**src/rtl/pc_pkg.sv**
```systemverilog
// Shared types and helpers for the fetch-stage program-counter generator.
package pc_pkg;

   typedef enum logic [2:0] {
      PC_SEL_TRAP,
      PC_SEL_HOLD,
      PC_SEL_RET,
      PC_SEL_REDIRECT,
      PC_SEL_SEQ
   } pc_sel_e;

   localparam int unsigned STEP_MIN      = 1;
   localparam int unsigned RAS_DEPTH_MIN = 2;

   // Legal STEP / RAS_DEPTH values are nonzero powers of two above their minimum.
   function automatic bit is_legal_pow2(input int unsigned v, input int unsigned min_v);
      return (v >= min_v) && ((v & (v - 1)) == 0);
   endfunction

endpackage

```
**src/rtl/return_stack.sv**
```systemverilog
// Circular return-address stack; a push when full overwrites the oldest entry.
module return_stack
   import pc_pkg::*;
#(
   parameter int unsigned WIDTH     = 32,
   parameter int unsigned RAS_DEPTH = 4
) (
   input  logic             clk,
   input  logic             rst,
   input  logic             i_push,
   input  logic             i_pop,
   input  logic             i_flush,
   input  logic [WIDTH-1:0] i_push_data,
   output logic [WIDTH-1:0] o_top_c,
   output logic             o_empty,
   output logic             o_full,
   output logic             o_overflow,
   output logic             o_underflow
);

   localparam int unsigned PTR_W = $clog2(RAS_DEPTH);
   localparam int unsigned CNT_W = $clog2(RAS_DEPTH + 1);

   logic [WIDTH-1:0] r_mem [RAS_DEPTH];
   logic [PTR_W-1:0] r_ptr;
   logic [PTR_W-1:0] w_ptr_nxt;
   logic [PTR_W-1:0] w_top_idx;
   logic [PTR_W-1:0] w_wr_idx;
   logic [CNT_W-1:0] r_cnt;
   logic [CNT_W-1:0] w_cnt_nxt;
   logic             w_wr_en;
   logic             w_is_empty;
   logic             w_is_full;
   logic             r_empty;
   logic             r_full;
   logic             r_overflow;
   logic             r_underflow;

   assign w_is_empty = (r_cnt == '0);
   assign w_is_full  = (r_cnt == CNT_W'(RAS_DEPTH));
   assign w_top_idx  = r_ptr - PTR_W'(1);
   assign o_top_c    = r_mem[w_top_idx];

   // Pointer names the next free slot; push+pop on a non-empty stack rewrites the top in place.
   always_comb begin
      w_ptr_nxt = r_ptr;
      w_cnt_nxt = r_cnt;
      w_wr_en   = 1'b0;
      w_wr_idx  = r_ptr;
      if (i_flush) begin
         w_ptr_nxt = '0;
         w_cnt_nxt = '0;
      end else if (i_push && i_pop) begin
         w_wr_en = 1'b1;
         if (w_is_empty) begin
            w_ptr_nxt = r_ptr + PTR_W'(1);
            w_cnt_nxt = CNT_W'(1);
         end else begin
            w_wr_idx = w_top_idx;
         end
      end else if (i_push) begin
         w_wr_en   = 1'b1;
         w_ptr_nxt = r_ptr + PTR_W'(1);
         if (!w_is_full) w_cnt_nxt = r_cnt + CNT_W'(1);
      end else if (i_pop && !w_is_empty) begin
         w_ptr_nxt = w_top_idx;
         w_cnt_nxt = r_cnt - CNT_W'(1);
      end
   end

   always_ff @(posedge clk or posedge rst) begin
      if (rst) begin
         r_ptr       <= '0;
         r_cnt       <= '0;
         r_empty     <= 1'b1;
         r_full      <= 1'b0;
         r_overflow  <= 1'b0;
         r_underflow <= 1'b0;
      end else begin
         r_ptr       <= w_ptr_nxt;
         r_cnt       <= w_cnt_nxt;
         r_empty     <= (w_cnt_nxt == '0);
         r_full      <= (w_cnt_nxt == CNT_W'(RAS_DEPTH));
         r_overflow  <= !i_flush && i_push && !i_pop && w_is_full;
         r_underflow <= !i_flush && i_pop && w_is_empty;
      end
   end

   always_ff @(posedge clk) begin
      if (w_wr_en) r_mem[w_wr_idx] <= i_push_data;
   end

   assign o_empty     = r_empty;
   assign o_full      = r_full;
   assign o_overflow  = r_overflow;
   assign o_underflow = r_underflow;

endmodule

```
**src/rtl/pc_gen.sv**
```systemverilog
// Fetch-stage program counter: prioritised trap/return/redirect mux, stall gating,
// return-address prediction and misaligned-target detection.
module pc_gen
   import pc_pkg::*;
#(
   parameter int unsigned      WIDTH        = 32,
   parameter logic [WIDTH-1:0] RESET_VECTOR = '0,
   parameter logic [WIDTH-1:0] TRAP_VECTOR  = WIDTH'(32'h0000_0100),
   parameter int unsigned      STEP         = 4,
   parameter int unsigned      RAS_DEPTH    = 4
) (
   input  logic             clk,
   input  logic             rst,
   input  logic             i_pc_write,
   input  logic             i_trap_valid,
   input  logic             i_redirect_valid,
   input  logic [WIDTH-1:0] i_redirect_target,
   input  logic             i_call_valid,
   input  logic             i_ret_valid,
   output logic [WIDTH-1:0] o_pc,
   output logic             o_ras_empty,
   output logic             o_ras_full,
   output logic             o_ras_underflow,
   output logic             o_ras_overflow,
   output logic             o_misalign_err
);

   localparam logic [WIDTH-1:0] ALIGN_MASK = WIDTH'(STEP - 1);

   logic [WIDTH-1:0] r_pc;
   logic [WIDTH-1:0] w_pc_nxt;
   logic [WIDTH-1:0] w_pc_seq;
   logic [WIDTH-1:0] w_tgt_aligned;
   logic [WIDTH-1:0] w_ras_top;
   logic             w_tgt_misaligned;
   logic             w_misalign_nxt;
   logic             r_misalign;
   logic             w_active;
   logic             w_push;
   logic             w_pop;
   logic             w_ras_empty;
   pc_sel_e          w_sel;

   assign w_pc_seq         = r_pc + WIDTH'(STEP);
   assign w_tgt_aligned    = i_redirect_target & ~ALIGN_MASK;
   assign w_tgt_misaligned = |(i_redirect_target & ALIGN_MASK);

   // A trap or a stall suppresses every stack operation.
   assign w_active = i_pc_write && !i_trap_valid;
   assign w_pop    = w_active && i_ret_valid;
   assign w_push   = w_active && i_call_valid && (i_redirect_valid || i_ret_valid);

   always_comb begin
      w_sel = PC_SEL_SEQ;
      if (i_trap_valid)          w_sel = PC_SEL_TRAP;
      else if (!i_pc_write)      w_sel = PC_SEL_HOLD;
      else if (i_ret_valid)      w_sel = PC_SEL_RET;
      else if (i_redirect_valid) w_sel = PC_SEL_REDIRECT;
   end

   always_comb begin
      w_pc_nxt       = r_pc;
      w_misalign_nxt = 1'b0;
      case (w_sel)
         PC_SEL_TRAP: w_pc_nxt = TRAP_VECTOR;
         PC_SEL_HOLD: w_pc_nxt = r_pc;
         PC_SEL_RET: begin
            if (w_ras_empty) begin
               w_pc_nxt       = w_tgt_aligned;
               w_misalign_nxt = w_tgt_misaligned;
            end else begin
               w_pc_nxt = w_ras_top;
            end
         end
         PC_SEL_REDIRECT: begin
            w_pc_nxt       = w_tgt_aligned;
            w_misalign_nxt = w_tgt_misaligned;
         end
         default: w_pc_nxt = w_pc_seq;
      endcase
   end

   always_ff @(posedge clk or posedge rst) begin
      if (rst) begin
         r_pc       <= RESET_VECTOR;
         r_misalign <= 1'b0;
      end else begin
         r_pc       <= w_pc_nxt;
         r_misalign <= w_misalign_nxt;
      end
   end

   return_stack #(
      .WIDTH     (WIDTH),
      .RAS_DEPTH (RAS_DEPTH)
   ) u_ras (
      .clk         (clk),
      .rst         (rst),
      .i_push      (w_push),
      .i_pop       (w_pop),
      .i_flush     (i_trap_valid),
      .i_push_data (w_pc_seq),
      .o_top_c     (w_ras_top),
      .o_empty     (w_ras_empty),
      .o_full      (o_ras_full),
      .o_overflow  (o_ras_overflow),
      .o_underflow (o_ras_underflow)
   );

   assign o_pc           = r_pc;
   assign o_ras_empty    = w_ras_empty;
   assign o_misalign_err = r_misalign;

endmodule

```
**config.mk**
```make
export PLATFORM = sky130hd
export DESIGN_NAME = pc_gen
export DESIGN_NICKNAME = d
export VERILOG_FILES = /design/src/rtl/pc_pkg.sv /design/src/rtl/return_stack.sv /design/src/rtl/pc_gen.sv
export SDC_FILE = /design/constraint.sdc
export NUM_CORES = 1
export LEC_CHECK = 0
export CORE_MARGIN = 2
export CORE_UTILIZATION = 55
export CTS_BUF_LIST = sky130_fd_sc_hd__clkbuf_8 sky130_fd_sc_hd__clkbuf_16
export CTS_CLUSTER_DIAMETER = 150
export DETAILED_ROUTE_END_ITERATION = 8
export PLACE_DENSITY = 0.77
export SLEW_MARGIN = 20
export SYNTH_ARGS = -nofsm -noshare
export SYNTH_HDL_FRONTEND = slang
export SYNTH_SLANG_ARGS = --single-unit
```
**constraint.sdc**
```tcl
create_clock -name clk -period 4.6 [get_ports clk]
set_clock_uncertainty 0.15 [all_clocks]
set_input_delay 0.92 -clock clk [delete_from_list [all_inputs] [get_ports clk]]
set_output_delay 0.92 -clock clk [all_outputs]
set_load 0.005 [all_outputs]
```
==> summary.txt <==
STA
  – Slew headroom: 0.4302
  – Slew Viols, Final: 0
  – # setup viols final: 0
  – Final WS setup: between 1000 and 1500 ps
  – Period utilization: 0.7239
  – F_max: 300.3 MHz
  – Final hold vios: 0
  – Setup tns final: 0 ps
  – RSZ-0062 raised after global routing: false
  – Final min period: around 3300 ps
  – Slew at the pin closest to its max-slew limit: 854.7 ps

Global routing
  – GR Util All Layers: 0.2538
  – Global route overflow: 0
  – Initial antenna violation count: 0
  – Largest net degree at the start of global routing: 33
  – First-pass GRT wire length: 27.87 mm
  – Number of global-route vias before repair: 4988

Synthesis
  – Synthesized cell area: roughly 8000 sq um
  – Seq cells post-synth: 170
  – EDFF count, synth: roughly 130
  – Post-Synthesis Cells: 523
  – Syn_area_per_cell: 14.98 sq um
  – Register area share after synthesis: 0.6250
  – Asr flop ratio synth: 0.2471
  – Commonest register cell after synthesis: edfxtp_1
  – Synth Warn #: 0
  – Post-synth cell types: 63
  – Mapped Nets: 566

Layout
  – Final Core Density: 0.6680
  – N_diodes: 0
  – Layout Nets: between 600 and 700
  – Share of post-route cells with drive strength above 1: 0.1760
  – Non-Filler Instances: 788
  – Area Growth Syn to Fin: 18.37%

Drt
  – Routed vias: 4983
  – Pre-Repair DR Iteration Count: 5
  – DRT iter0 DRCs: roughly 460
  – Post-route antenna net violation count: 0
  – Via/cell ratio: 6.324
  – Overall routed net length: 18.15 mm
  – WL/cell: 23.03 microns
  – DRC errors left: 0

CTS
  – Number of clock sinks: 170
  – Insertion delay of the later-clocked pin in the worst-skew pair: 430 ps
  – # resized after CTS: 0
  – Postcts setup bufs: 0
  – CTS root buffer: clkbuf_16
  – Hold-fix buffers, CTS: 0
  – CTS Buffer Depth: 2
  – Htree depth: 4
  – CTS tree: done
  – CTS buffer count: 17
  – Clock-pin slew on the worst setup and hold paths: around 60 ps

Worst setup path
  – CP required: 4510 ps
  – Endpoint class of the critical path: register
  – RR Startpoint: u_ras.r_cnt[0]$_DFF_PP0_
  – Startpoint types: input pin
  – CP Max Fanout: 32
  – Kind of critical path: input pin to register
  – CP Launch Point: i_pc_write
  – Critical Path AT: 3240 ps

Run
  – Max-cap violation count: 0

Power and ir drop
  – Max IR drop VDD: 0.0002226 V
  – Tot Pwr: 3.889 mW
  – Leakage power total: 3.381 nW
  – PD cells: 419.5 nW/um^2

Floorplan
  – I/O pin count: 76
  – Site Rows: 43
  – Die Wd: roughly 120 microns
  – Die Y-Extent: 123.3 microns
  – Die area: 15210 sq um
  – Core area: about 14000 sq um
  – Starting Density: 0.5644

Placed design
  – DP Cell Count: 756
  – Number of port buffers: 75
  – Routability cong.: 0.8562
  – Dpl ws: 898.0 ps
  – HPWL Detailed: 11.78 mm

Hold path
  – HP Class: register to register
  – Origin of the worst min-delay path: o_pc[1]$_DFFE_PP0P_

Outcome
  – Status: finished clean
==> worst paths after layout <==
check	slack (ps)	end	cells after the start
min	420	u_ras.r_mem[0][1]$_DFFE_PP_	0
max reg2reg	1770	u_ras.r_mem[2][24]$_DFFE_PP_	7
min in group asynchronous	770	u_ras.o_overflow$_DFF_PP0_	2
min reg2reg	420	u_ras.r_mem[0][1]$_DFFE_PP_	0
max in group asynchronous	2720	u_ras.o_empty$_DFF_PP1_	3
max	1270	u_ras.r_mem[2][24]$_DFFE_PP_	6
==> final cells by class <==
class                           instances  area (sq um)
Clock buffer                           20         466.7
Clock inverter                         12         108.9
Fill cell                             945          4608
Inverter                                9         33.78
Multi-Input combinational cell        306          2670
Sequential cell                       170          4897
Tap cell                              180         225.2
Timing Repair Buffer                   91         870.8
==> cells in the mapped netlist, drive strengths merged (8+ instances only) <==
| library cell | n | area, sq um |
|---|---|---|
| a21bo | 12 | 120.1 |
| edfxtp | 128 | 3844 |
| nor3 | 11 | 81.33 |
| clkbuf | 14 | 56.31 |
| nor2 | 27 | 101.4 |
| xnor2 | 19 | 166.4 |
| buf | 24 | 200.2 |
| o21ai | 21 | 105.1 |
| mux2i | 10 | 100.1 |
| dfrtp | 41 | 1026 |
| a21oi | 13 | 68.82 |
| xor2 | 8 | 70.07 |
| mux4 | 32 | 720.7 |
| nand4 | 12 | 81.33 |
| nand3 | 18 | 107.6 |
| inv | 9 | 33.78 |
| a222oi | 15 | 150.1 |
| nand2 | 22 | 85.09 |
==> state kept, by name (all words and copies together), names as in the netlist <==
signal	cells
u_ras.o_full	1
u_ras.o_overflow	1
u_ras.o_empty	1
u_ras.o_underflow	1
o_pc	32
u_ras.r_ptr	2
u_ras.r_mem	128
o_misalign_err	1
u_ras.r_cnt	3
==> placed cells by master, fill, tap and decap left out, types with 16 or more instances in the layout <==
cell type          n
nand2_1           21
edfxtp_1         128
clkbuf_16         17
xnor2_1           19
nor2_1            24
mux4_2            32
buf_4             16
clkdlybuf4s50_1   75
nand3_1           16
dfrtp_1           40
o21ai_0           21
==> worst max-delay path, cell delays in order <==
cell	delay, ps
clkdlybuf4s50_1	740
nand3b_4	200
or3b_1	490
xnor2_1	220
and3_1	190
buf_4	450
==> metal layers <==
metal / track usage / routed length [microns]
met1: 0.3382 / 7386
met2: 0.3966 / 8688
met3: 0.06273 / 1503
met4: 0.1158 / 568
met5: 0 / 0
==> power by group <==
group          internal [mW]  switching [mW]  leakage (nW)
Combinational          0.361           0.289          1.35
Sequential              1.74           0.117          1.74
Clock                  0.830           0.557         0.300
==> metrics by stage <==
step	hold WS [ps]	instance area, sq um
4_1_cts	433.6	9273
6_report	419.9	9273
3_5_place_dp	420.1	8697
3_3_place_gp	395.7	8697
2_1_floorplan	347.6	7834
5_1_grt	452.9	9273
==> cells by family (layout without fill, tap and decap cells) <==
family	after synthesis	count (layout)	synth area share
flops	170	170	0.6250
simple gates	127	127	0.09344
compound gates	103	103	0.09887
buf+inv	47	132	0.03705
mux	45	45	0.1091
xor+xnor	27	27	0.03019
fa+ha+maj	4	4	0.006389
No activity file was read; power rests on OpenSTA's default activity.
